### src/rtl/comparador_pkg.sv
// Shared types for the comparator family: relation selector and window FSM states.
package comparador_pkg;

    typedef enum logic [1:0] {
        CMP_EQ = 2'b00,
        CMP_GT = 2'b01,
        CMP_LT = 2'b10,
        CMP_NE = 2'b11
    } cmp_mode_e;

    typedef enum logic {
        FILL = 1'b0,
        RUN  = 1'b1
    } fsm_e;

endpackage

### src/rtl/comparador_rel.sv
// Combinational unsigned relation evaluator: compares a window against a fixed constant.
module comparador_rel
    import comparador_pkg::*;
#(
    parameter int               WIDTH = 4,
    parameter logic [WIDTH-1:0] CONST = 4'b0101
) (
    input  logic [WIDTH-1:0] window,
    input  cmp_mode_e        mode,
    output logic             hit
);

    // Select the relation requested by mode
    always_comb begin
        hit = 1'b0;
        case (mode)
            CMP_EQ:  hit = (window == CONST);
            CMP_GT:  hit = (window >  CONST);
            CMP_LT:  hit = (window <  CONST);
            CMP_NE:  hit = (window != CONST);
            default: hit = 1'b0;
        endcase
    end

endmodule

### src/rtl/comparador_serial_const.sv
// Serial sync-word detector: shifts a bit stream into a WIDTH window and pulses match
// whenever a completed window satisfies the selected relation against CONST.
module comparador_serial_const
    import comparador_pkg::*;
#(
    parameter int               WIDTH   = 4,
    parameter logic [WIDTH-1:0] CONST   = 4'b0101,
    parameter bit               OVERLAP = 1'b1,
    parameter int               CNT_W   = 8
) (
    input  logic             clk,
    input  logic             rst_n,
    input  logic             in_valid,
    input  logic             in_bit,
    input  logic [1:0]       cmp_mode,
    input  logic             clear,
    output logic             match,
    output logic             window_full,
    output logic [CNT_W-1:0] match_count
);

    localparam int               FILL_W   = $clog2(WIDTH + 1);
    localparam logic [FILL_W-1:0] FILL_MAX = FILL_W'(WIDTH);
    localparam logic [CNT_W-1:0]  CNT_MAX  = {CNT_W{1'b1}};

    logic [WIDTH-1:0]  sr_r;
    logic [WIDTH-1:0]  sr_shift_s;
    logic [WIDTH-1:0]  sr_next_s;
    logic [FILL_W-1:0] fill_r;
    logic [FILL_W-1:0] fill_inc_s;
    logic [FILL_W-1:0] fill_next_s;
    fsm_e              state_r;
    fsm_e              state_next_s;
    logic              match_r;
    logic              match_next_s;
    logic              window_full_r;
    logic [CNT_W-1:0]  count_r;
    logic [CNT_W-1:0]  count_next_s;
    logic              qualify_s;
    logic              hit_s;

    // Accept the incoming bit into the window and advance the saturating fill count
    always_comb begin
        sr_shift_s = sr_r;
        fill_inc_s = fill_r;
        if (in_valid) begin
            sr_shift_s = {sr_r[WIDTH-2:0], in_bit};
            if (fill_r != FILL_MAX) begin
                fill_inc_s = fill_r + FILL_W'(1);
            end else begin
                fill_inc_s = fill_r;
            end
        end else begin
            sr_shift_s = sr_r;
            fill_inc_s = fill_r;
        end
    end

    // Only an accepted bit that leaves the window full yields a fresh comparison
    assign qualify_s = in_valid && (fill_inc_s == FILL_MAX);

    comparador_rel #(
        .WIDTH (WIDTH),
        .CONST (CONST)
    ) u_rel (
        .window (sr_shift_s),
        .mode   (cmp_mode_e'(cmp_mode)),
        .hit    (hit_s)
    );

    // Next-state, match and counter logic; clear overrides everything including in_valid
    always_comb begin
        state_next_s = state_r;
        fill_next_s  = fill_inc_s;
        sr_next_s    = sr_shift_s;
        match_next_s = 1'b0;
        count_next_s = count_r;

        case (state_r)
            FILL:    state_next_s = (fill_inc_s == FILL_MAX) ? RUN : FILL;
            RUN:     state_next_s = RUN;
            default: state_next_s = FILL;
        endcase

        if (clear) begin
            state_next_s = FILL;
            fill_next_s  = '0;
            sr_next_s    = '0;
            match_next_s = 1'b0;
            count_next_s = '0;
        end else if (qualify_s && hit_s) begin
            match_next_s = 1'b1;
            if (count_r != CNT_MAX) begin
                count_next_s = count_r + CNT_W'(1);
            end else begin
                count_next_s = count_r;
            end
            // Non-overlapping mode discards the matched window and refills from scratch
            if (OVERLAP == 1'b0) begin
                state_next_s = FILL;
                fill_next_s  = '0;
            end else begin
                state_next_s = RUN;
            end
        end else begin
            match_next_s = 1'b0;
        end
    end

    // State and output registers
    always_ff @(posedge clk or negedge rst_n) begin
        if (!rst_n) begin
            sr_r          <= '0;
            fill_r        <= '0;
            state_r       <= FILL;
            match_r       <= 1'b0;
            window_full_r <= 1'b0;
            count_r       <= '0;
        end else begin
            sr_r          <= sr_next_s;
            fill_r        <= fill_next_s;
            state_r       <= state_next_s;
            match_r       <= match_next_s;
            window_full_r <= (state_next_s == RUN);
            count_r       <= count_next_s;
        end
    end

    assign match       = match_r;
    assign window_full = window_full_r;
    assign match_count = count_r;

endmodule

### config.mk
export PLATFORM = sky130hd
export DESIGN_NAME = comparador_serial_const
export DESIGN_NICKNAME = d
export VERILOG_FILES = /design/src/rtl/comparador_pkg.sv /design/src/rtl/comparador_rel.sv /design/src/rtl/comparador_serial_const.sv
export SDC_FILE = /design/constraint.sdc
export NUM_CORES = 1
export LEC_CHECK = 0
export CORE_AREA = 2 2 51 53
export DETAILED_ROUTE_END_ITERATION = 10
export DIE_AREA = 0 0 53 55
export PLACE_DENSITY_LB_ADDON = 0.25
export SYNTH_ARGS = -nofsm -noshare
export SYNTH_HDL_FRONTEND = slang
export SYNTH_SLANG_ARGS = --single-unit
### constraint.sdc
create_clock -name clk -period 3.5 [get_ports clk]
set_clock_uncertainty 0.1 [all_clocks]
set_input_delay 0.525 -clock clk [delete_from_list [all_inputs] [get_ports clk]]
set_output_delay 0.525 -clock clk [all_outputs]
set_load 0.005 [all_outputs]
-- Word-level counts from Yosys, hierarchy flattened
Index checks and enable logic that the tools add are counted.
W data, S select, Z words.
- register bits: 17
- bits of input ports: 7
- word-level logic and storage cells: 39
- $add $sub $neg: 2
- magnitude comparators: 2
- eq/ne operators: 8
- multiplexer cells: 15
- bitwise logic cells: 1
- reduce and logical (&&, ||, !) cells: 6
- operators by type and width (kind ; count):
    $mux W8 ; 3
    $mux W3 ; 3
    $add A8 B1 Y8 const B ; 1
    $mux W4 ; 2
    $ne A8 B8 Y1 const B ; 1
    $mux W1 ; 5
    $eq A2 B2 Y1 const B ; 2
    $eq A4 B3 Y1 const B ; 1
    $gt A4 B3 Y1 const B ; 1
    $lt A4 B3 Y1 const B ; 1
    $ne A4 B3 Y1 const B ; 1
    $pmux W1 S4 ; 1
    $reduce_bool A2 Y1 ; 2
    $add A3 B1 Y3 const B ; 1
    $eq A3 B3 Y1 const B ; 1
    $ne A3 B3 Y1 const B ; 1
    $eq A2 B1 Y1 const B ; 1
    $logic_and A1 B1 Y1 ; 2
    $logic_not A2 Y1 ; 1
    $pmux W1 S2 ; 1
    $reduce_and A2 Y1 ; 1
    $not A1 Y1 ; 1

-- Logic depth before layout (Yosys ltp)
Gate-level depths: netlist of run 1.
- depth after elaboration: 8
- depth in mapped cells: 8

-- Cells and area by module
Synthesis of run 1 repeated with hierarchy kept, for this count alone.
- cells, all modules: 89
- area, all modules: 959.7 sq um
- by module, submodules not included (module ; times used ; cells each ; area each (sq um)):
    comparador_serial_const ; 1 ; 82 ; 905.9
    comparador_rel ; 1 ; 7 ; 53.8

-- Worst setup path before layout of run 1
Ideal clock, no wire load.
- path type: register to register
- from: register fill_r[0]
- to: register count_r[6], in the netlist match_count[6]
- data arrival time: 2397 ps
- required time: 3322 ps
- slack: 925 ps
- stages on the path, launching flop included: 9
- path buffers: 0
- clock period less this slack: 2575 ps
- path through: dfrtp_1 inv_1 ha_1 or3b_1 a211oi_2 o2111ai_1 or3b_4 or4_1 a21oi_1
- cells in the longest elaborated chain, start to end: 8
- ends and longest elaborated chain (what ; RTL line ; source):
    from (decl) ; comparador_serial_const.sv:29 ; logic [FILL_W-1:0] fill_r;
    from (signal assigned) ; comparador_serial_const.sv:121 ; fill_r <= fill_next_s;
    $add A3 B1 Y3 / $ne A3 B3 Y1 (equally long branches) ; comparador_serial_const.sv:49, comparador_serial_const.sv:48 ;
    $mux W3 ; comparador_serial_const.sv:48 ; if (fill_r != FILL_MAX) begin
    $mux W3 (*) ; comparador_serial_const.sv:46 ; if (in_valid) begin
    $eq A3 B3 Y1 (*) ; comparador_serial_const.sv:60 ; assign qualify_s = in_valid && (fill_inc_s == FILL_MAX);
    $logic_and A1 B1 Y1 (*) ; comparador_serial_const.sv:60 ;
    $logic_and A1 B1 Y1 (*) ; comparador_serial_const.sv:91 ; end else if (qualify_s && hit_s) begin
    $reduce_bool A2 Y1 (no line) (*) ; - ;
    $reduce_and A2 Y1 (no line) (*) ; - ;
    to (signal assigned) ; comparador_serial_const.sv:125 ; count_r <= count_next_s;
    to (decl) ; comparador_serial_const.sv:37 ; logic [CNT_W-1:0] count_r;
Every way passes the cells marked *; elsewhere a longest branch is shown, timed or not.
A chain may end at the register's enable or synchronous reset.

-- Final worst setup path of run 1
Same ends and word-level chain as after synthesis.

==> out/metrics.cfg, run 1 <==
[setup_path]
worstSetupPathType = reg2reg
setup.worst_path.start_class = register
cp_max_fo = 5
slowest_stage = or4_1
crit_chain = inv_1, ha_1, a21boi_0, mux2i_1, o2111ai_1, or3b_4, or4_1, a21oi_1
r2r_cells = 8
crit_required_ns = 3.60
crit_arrival_ns = 2.90
crit_path_max_incr_delay_ns = 0.47
end_kind = register

[global_route]
grt_pass1_wl_um = 3346
grt_pass1_vias = 765
antenna_found_initial = 0
grt_max_degree = 21
grt_overflow = 0
grtUsageTotal_pct = 15.89

[die]
io_pins = 17
die_area_mm2 = 0.002915
die_h_um = 55
rows = 18
die_w_um = 53
start_util_pct = 42.06
design.core.area_mm2 = 0.002365

[sta]
worst_slew_pin_slew_ns = 0.7534
setup_tns_ns = 0
slew_headroom_pct = 49.61
period_share_pct = 80.16
min_period_ns = 2.806
whs_ns = 0.4164
finalHoldViolCount = 0
setup_viol = 0
drv_slew = 0
rsz0062_at_grt = no
fmaxAchievable_ghz = 0.3564

[route]
vias = 855
dr.pass1.iters = 4
wl_um = 2163
ant_nets = 0
wl_per_cell_um = 14.61
drt_iter0_markers = 18
routed_via_density = 5.777
drc = 0

[power]
ir_drop_uv = 162.2
p_leak_uw = 0.0004873
power.density_mw_per_mm2 = 292.1
finalPower_uw = 354.5

[synth]
synthDominantCellAreaShare_pct = 42.77
ys_types = 35
synth_area_per_cell_um2 = 9.849
synth_seq_cells = 17
yosysWarningCount = 0
netlist_area_um2 = 994.7
syn-num-nets = 111
yosysTopAreaCell = dfrtp_1
yosysSeqAreaShare_pct = 42.77
yosys-top-cells-area = dfrtp_1 43%, mux2i_1 7.0%, o31ai_1 4.5%, ha_1 3.8%, a21oi_1 3.5%
syn_inst = 101

[clock_network]
post_cts_buffers = 0
cts_resized = 0
root_buffer = clkbuf_4
cts_buffers = 3
cts.sinks = 17
clockBufferDepth = 2
htree_levels = 1
cts_hold_buf = 0
clkTransAtPathRegs_ns = 0.09
cts_tree = built
insertion_delay_ns = 0.29

[place]
dp.final_hpwl_um = 1541
port_buffers = 16
dp_cells = 144
gp_congestion = 0.8415

[final_layout]
seqCellArea_um2 = 425.4
diodes = 0
drive_gt1_share_pct = 9.322
area_growth_syn_to_layout_pct = 22.01
multiInputGateArea_um2 = 530.5
fillers = 229
fin_cells = 148
postLayoutCoreUtil_pct = 51.32
fin_nets = 129

[worst_hold_path]
hold_path_depth = 2
hp-class = reg2reg

[job]
drv_cap = 0

[outcome]
status = complete, no violations

==> final cells by class <==
class | instances | share of cell area (%)
Clock buffer | 4 | 2.165
Sequential cell | 17 | 35.05
Tap cell | 30 | 3.093
Inverter | 5 | 1.546
Timing Repair Buffer | 18 | 14.43
Multi-Input combinational cell | 74 | 43.71
==> registers in the layout, summed over array words and instances, names as in the netlist <==
register and count:
match_count 8, sr_r 4, fill_r 3, match 1, window_full 1
==> per-layer routing <==
metal	vias to the layer above	part of all wire, %	GRT usage [%]
met5	-	0	0
met4	0	0.69	5.983
met3	2	2.1	3.495
met2	15	49	28.33
met1	417	48	18.81
li1	421	-	-
==> metrics by stage <==
stage | cell area, µm² | worst slack, ns
after detailed placement | 1187 | 0.3990
after global routing | 1214 | 0.3626
after global placement | 1187 | 0.4850
after CTS | 1214 | 0.6865
after floorplan | 994.7 | 0.9253
final | 1214 | 0.6944
==> final timing paths <==
check | from | to | slack [ns]
worst min-delay path | window_full | window_full | 0.42
min in group asynchronous | rst_n | sr_r[2] | 0.57
worst min register to register | window_full | window_full | 0.42
worst max-delay path | fill_r[0] | match_count[6] | 0.69
worst max register to register | fill_r[0] | match_count[6] | 0.69
max in group asynchronous | rst_n | fill_r[0] | 2.25
==> synthesized netlist by cell type (all sizes together) <==
library cell,instances
inv,5
and3,1
o2111ai,2
or4,4
xnor2,1
nand4,3
nor2b,3
o31ai,6
a32oi,1
nand3,2
ha,3
o21a,1
mux2,2
nand2,2
nor2,9
o211a,1
a21oi,7
buf,1
nor4,2
or2,1
nor4b,2
a21boi,1
nor3,3
a211oi,2
or3b,2
nor3b,1
mux2i,7
nand2b,1
or4b,1
clkbuf,4
and4b,1
o21ai,2
dfrtp,17
==> layout by cell type, fill, tap and decap left out, types with 3 or more instances in the layout <==
master | Yosys | routed
nor2_1 | 9 | 9
clkbuf_4 | 0 | 3
inv_1 | 5 | 5
mux2i_1 | 7 | 7
nand4_1 | 3 | 3
a21oi_1 | 7 | 7
clkdlybuf4s50_1 | 0 | 16
o31ai_1 | 6 | 6
ha_1 | 3 | 3
or4_1 | 4 | 4
nor3_1 | 3 | 3
dfrtp_1 | 17 | 17
nor2b_1 | 3 | 3
==> where the power goes <==
part           internal, µW  switching [µW]  total, µW
logic                  19.3            25.6       44.9
registers               200            4.50        205
clock network          44.2            60.6        105
total                   264            90.7        355
==> cells by family after synthesis <==
logic type | synth area share (%)
AO/OA/AOI/OAI | 16.23
multiplexers | 9.308
buffers and inverters | 3.899
adder cells (fa/ha/maj) | 3.774
flip-flops | 42.77
AND/OR/NAND/NOR | 23.15
XOR/XNOR | 0.8807
==> critical path: cells and delay by family (launching register included) <==
kind	cells	cell delay, ns
AND/OR/NAND/NOR	2	0.90
multiplexers	1	0.30
AO/OA/AOI/OAI	3	0.68
buffers and inverters	1	0.10
adder cells (fa/ha/maj)	1	0.25
flip-flops	1	0.40
Power figures use the tool's default switching activity.
==> run 2, diff against run 1 <==
==> constraint.sdc (replaced) <==
create_clock -name clk -period 2.3 [get_ports clk]
set_clock_uncertainty 0.1 [all_clocks]
set_input_delay 0.345 -clock clk [delete_from_list [all_inputs] [get_ports clk]]
set_output_delay 0.345 -clock clk [all_outputs]
set_load 0.005 [all_outputs]
==> run 2 against run 1 <==
  * The flow now finishes with violations (setup timing)
  * Worst hold slack got worse by 0.19 ns
  * Via count increased by 9.4%
  * Highest routed layer unchanged
  * Die area unchanged
  * Non-clock buffer count increased by 18
  * Sequential share of layout area decreased by 5.9 points
  * Clock-buffer cell count decreased by 1
  * Global-route usage increased by 2.8 points
  * Register-to-register slack got worse by 0.96 ns
  * Combinational power increased by 150%
  * Power increased by 65%
  * Cell area increased by 20%
==> out/metrics.cfg, run 2 (synthesis gave the netlist of run 1 again) <==
[route]
vias = 935  ; was 855
dr.pass1.iters = 4  ; unchanged
ant_nets = 0  ; unchanged
wl_um = 2467  ; was 2163 µm
drt_iter0_markers = 19  ; was 18
wl_per_cell_um = 14.86  ; was 14.61 µm
routed_via_density = 5.633  ; was 5.777
drc = 0  ; unchanged

[setup_path]
crit_required_ns = 2.44  ; was 3.60 ns
rr_startpoint = fill_r[1]  ; was fill_r[0]
setup.worst_path.start_class = register  ; unchanged
r2r_cells = 7  ; was 8
end_kind = register  ; unchanged
crit_arrival_ns = 2.71  ; was 2.90 ns
r2r_slack_ns = -0.27  ; was 0.69 ns
cp_max_fo = 4  ; was 5
worstSetupPathType = reg2reg  ; unchanged
crit_end = match_count[6]  ; unchanged
r2r-end = match_count[6]  ; unchanged
critPathLaunch = fill_r[1]  ; was fill_r[0]

[global_route]
grt_pass1_wl_um = 3939  ; was 3346 µm
grt_max_degree = 13  ; was 21
grtUsageTotal_pct = 18.74  ; was 15.89%
grt_overflow = 0  ; unchanged
antenna_found_initial = 0  ; unchanged
grt_pass1_vias = 851  ; was 765

[final_layout]
final_common_cell = dfrtp_1  ; unchanged
drive_gt1_share_pct = 35.29  ; was 9.322%
diodes = 0  ; unchanged
fin_cells = 166  ; was 148
largest_reg_flops = 8  ; unchanged
fin_nets = 147  ; was 129
area_growth_syn_to_layout_pct = 46.92  ; was 22.01%
mostFrequentLayoutCells = 17 x dfrtp_1, 16 x clkdlybuf4s50_1, 16 x buf_4  ; was 17 x dfrtp_1, 16 x clkdlybuf4s50_1, 9 x nor2_1

[power]
finalPower_uw = 583.5  ; was 354.5 µW
p_leak_uw = 0.0005982  ; was 0.0004873 µW
ir_drop_uv = 317.4  ; was 162.2 µV
power.density_mw_per_mm2 = 399.2  ; was 292.1 mW/mm²

[clock_network]
root_buffer = clkbuf_4  ; unchanged
clockBufferDepth = 2  ; unchanged
insertion_delay_ns = 0.29  ; about the same
cts_tree = built  ; unchanged
htree_levels = 1  ; unchanged
cts.sinks = 17  ; unchanged
clkTransAtPathRegs_ns = 0.11  ; was 0.09 ns
cts_buffers = 3  ; unchanged
cts_hold_buf = 0  ; unchanged

[die]
design.core.area_mm2 = 0.002365  ; unchanged
die_area_mm2 = 0.002915  ; unchanged
rows = 18  ; unchanged
die_h_um = 55  ; unchanged
start_util_pct = 42.06  ; unchanged
io_pins = 17  ; unchanged
die_w_um = 53  ; unchanged

[sta]
setup_tns_ns = -1.447  ; was 0 ns
setup_viol = 8  ; was 0
fmaxAchievable_ghz = 0.3893  ; was 0.3564 GHz
period_share_pct = 111.7  ; was 80.16%
drv_slew = 0  ; unchanged
setup_ws_ns = -0.2686  ; was 0.6944 ns
slew_headroom_pct = 71.05  ; was 49.61%
finalHoldViolCount = 0  ; unchanged
rsz0062_at_grt = yes  ; was no
worst_slew_pin_slew_ns = 0.4329  ; was 0.7534 ns
whs_ns = 0.2282  ; was 0.4164 ns
min_period_ns = 2.569  ; was 2.806 ns

[worst_hold_path]
hp-class = in2async  ; was reg2reg

[outcome]
status = finished with violations  ; was complete, no violations
violations = setup timing

[place]
port_buffers = 16  ; unchanged
dp.final_hpwl_um = 1699  ; was 1541 µm
gp_congestion = 0.8178  ; was 0.8415
post-place-ws_ns = -0.4328  ; was 0.3990 ns
dp_cells = 156  ; was 144

[job]
drv_cap = 0  ; unchanged

[run 2: changes by cell type in the layout (fill, tap and decap cells not counted), sizes merged]
cell,before,now
clkbuf,4,3
buf,2,20
clkinv,0,1
[run 2: layout make-up]
cell class	count	area, µm²
multi-input combinational	74	626.9
clock inverter	1	5.005
sequential	17	425.4
tap	30	37.54
timing repair buffer	36	325.3
fill	197	903.4
clock buffer	3	22.52
inverter	5	18.77
[run 2: what timing repair did]
action | 4_1_cts | 5_1_grt
gates resized for setup | 18 | 4
pin swaps | 10 | 1
setup endpoints to repair | 8 | 9
buffers inserted | 5 | 1
endpoints found under the hold margin | 0 | 0
[run 2: how the worst min path moves through the flow]
stage	startpoint	endpoint	slack, ns	cells past startpoint
global route	rst_n	match	0.25	1
detailed placement	window_full	window_full	0.42	2
floorplan	rst_n	fill_r[0]	-0.05	0
CTS	rst_n	match_count[2]	0.24	1
global placement	window_full	window_full	0.42	2
finish	rst_n	match	0.23	1
[run 2: worst max-delay path: stages, from the launching register on]
cell       delay, ns
dfrtp_1         0.43
ha_2            0.20
or3b_4          0.39
a211oi_2        0.25
o2111ai_2       0.15
or3b_4          0.43
or4_1           0.43
a21oi_2         0.13
[run 2: where the power goes]
part / internal [µW] / total [µW] / leakage [µW] / switching [µW]
Sequential: 305 / 312 / 0.000235 / 7.15
Combinational: 58.6 / 112 / 0.000345 / 53.2
Clock: 64.6 / 159 / 0.0000177 / 94.9
Total: 428 / 583 / 0.000598 / 155
[run 2: metal layers]
layer | track usage (%) | part of all wire, % | wire length (µm) | up-vias
met4 | 6.410 | 0.81 | 20 | 0
met5 | 0 | 0 | 0 | -
met2 | 31.67 | 51 | 1266 | 13
met3 | 2.419 | 2.1 | 51 | 4
met1 | 24.92 | 46 | 1128 | 467
li1 | - | - | - | 451
[run 2: stage by stage]
stage               util, %  area (µm²)
floorplan                 -        1028
global placement      55.29        1308
detailed placement    55.29        1308
CTS                   60.90        1440
global route          61.80        1461
finish                61.80        1461
==> run 3, diff against run 2 <==
--- a/config.mk
+++ b/config.mk
@@ -6,6 +6,7 @@
 export NUM_CORES = 1
 export LEC_CHECK = 0
 export CORE_AREA = 2 2 51 53
+export CTS_CLUSTER_DIAMETER = 150
 export DETAILED_ROUTE_END_ITERATION = 10
 export DIE_AREA = 0 0 53 55
 export PLACE_DENSITY_LB_ADDON = 0.25
==> results of run 3 <==
No change in the layout: final DEF, timing and power equal those of run 2.
==> edit (flow settings as in run 1) <==
`WIDTH` is set to 4 in 2 places; all go to 8.
--- a/src/rtl/comparador_rel.sv
+++ b/src/rtl/comparador_rel.sv
@@ -2,7 +2,7 @@
 module comparador_rel
     import comparador_pkg::*;
 #(
-    parameter int               WIDTH = 4,
+    parameter int               WIDTH = 8,
     parameter logic [WIDTH-1:0] CONST = 4'b0101
 ) (
     input  logic [WIDTH-1:0] window,
--- a/src/rtl/comparador_serial_const.sv
+++ b/src/rtl/comparador_serial_const.sv
@@ -3,7 +3,7 @@
 module comparador_serial_const
     import comparador_pkg::*;
 #(
-    parameter int               WIDTH   = 4,
+    parameter int               WIDTH   = 8,
     parameter logic [WIDTH-1:0] CONST   = 4'b0101,
     parameter bit               OVERLAP = 1'b1,
     parameter int               CNT_W   = 8
Behaviour: not the same (Yosys sat finds a counterexample within 10 cycles, from zero or initial values and one cycle with rst_n low).
==> edit against run 1 <==
Die area stayed put; total power is 40% higher; critical endpoint is now match_count[7]; sequential cell count is 5 higher; routed wire length is 5.2% higher; cell area is 20% higher; worst setup slack worse by 0.071 ns; critical path type is now in2reg; largest cell class unchanged; synthesized area is 23% higher.
==> edit: results (changes against run 1) <==
metric	value	unit	change
RePlAce Congestion	0.740		was 0.842
GRT Util Overall	18.2	%	was 15.9%
average size of a mapped cell	9.49	um^2	was 9.85 um^2
Hold WS	0.429	ns	was 0.416 ns
Post-DP Area	1410	um^2	was 1190 um^2
clock slew at reported path FFs	0.12	ns	was 0.09 ns
placed cell count	171		was 144
post-synthesis adder-cell area fraction	3.07	%	was 3.77%
filler-free cell count of the finished design	175		was 148
Port Buffer Count	16		unchanged
Yosys warnings	0		unchanged
hold crit path type	reg2reg		unchanged
Leak Pwr	0.608	nW	was 0.487 nW
Worst EP arrival	2.99	ns	was 2.90 ns
post-synthesis xor/xnor area fraction	1.43	%	was 0.881%
Worst R2R End	match_count[7]		was match_count[6]
WL/cell	13.0	um	was 14.6 um
mux share of post-synthesis cell area	8.49	%	was 9.31%
final net count	156		was 129
first-pass GRT wire length	3880	um	was 3350 um
post-synthesis sequential area ratio	45.0	%	was 42.8%
detailed-route via count	993		was 855
clk_lat worst skew	0.30	ns	
FMAX	348	MHz	was 356 MHz
status	completed		unchanged
Async S/R FF share, synth	100	%	unchanged
worst-path maximum fanout	17		was 5
Compound-Gate Fraction of Synth Area	13.6	%	was 16.2%
DR iter-0 viols	14		was 18
Rel. slew slack	36.1	%	was 49.6%
fraction of layout cells with a size suffix above 1	6.90	%	was 9.32%
synth top area cells	dfrtp_1 45%, mux2i_1 5.7%, nor2_1 5.2%		was dfrtp_1 43%, mux2i_1 7.0%, o31ai_1 4.5%
Hold EP	window_full		unchanged
RR Startpoint	fill_r[0]		unchanged
dpl hpwl	1680	um	was 1540 um
number of global-route vias before repair	926		was 765
syn nets	139		was 111
post-cts sizing count	0		unchanged
VDD IR-drop max	0.304	mV	was 0.162 mV
largest net degree at the start of global routing	27		was 21
pre-CTS setup slack	0.319	ns	was 0.399 ns
Synth top cells by count	22 x dfrtp_1, 17 x nor2_1, 10 x a21oi_1, 10 x nand2_1, 7 x mux2i_1		was 17 x dfrtp_1, 9 x nor2_1, 7 x a21oi_1, 7 x mux2i_1, 6 x o31ai_1
First-pass DRT Iterations	4		unchanged
## edit: routing by layer
layer  wire [um]  track usage, %
met2        1160            34.0
met3          76            4.84
met5           0               0
met4          15            3.85
met1        1020            21.1
## edit: how the worst max path moves through the flow
stage                    from              to  depth (start not counted)
floorplan           fill_r[0]  match_count[5]                          9
finish               in_valid  match_count[7]                          6
detailed placement   in_valid  match_count[3]                          6
global route         in_valid  match_count[3]                          7
global placement     in_valid  match_count[3]                          6
CTS                  in_valid  match_count[3]                          6
## edit: cell type report
| type | count | area, um^2 |
|---|---|---|
| clock buffers | 3 | 22.5 |
| clock inverters | 1 | 30.0 |
| fillers | 207 | 906 |
| inverters | 4 | 15.0 |
| multi-input cells | 97 | 628 |
| flip-flops and latches | 22 | 551 |
| well taps | 30 | 37.5 |
| repair buffers | 18 | 175 |
## edit: power by group
group | total [W] | internal [W] | switching [W]
sequential | 0.000263 | 0.000258 | 0.00000578
combinational | 0.0000414 | 0.0000186 | 0.0000228
clock | 0.000191 | 0.000116 | 0.0000748
total | 0.000495 | 0.000392 | 0.000103
## edit: cell families (layout without fill, tap and decap cells)
group | count (synthesis) | count (layout)
adder cells (fa/ha/maj) | 3 | 3
multiplexers | 10 | 10
buffers and inverters | 10 | 26
XOR/XNOR | 2 | 2
AND/OR/NAND/NOR | 56 | 56
AO/OA/AOI/OAI | 26 | 26
flip-flops | 22 | 22
## edit: worst max-delay path, cell delays in order
cell,delay (ns)
clkdlybuf4s50_1,0.67
a211o_1,0.36
a211o_1,0.31
a211o_1,0.42
or4_1,0.55
a21oi_1,0.16
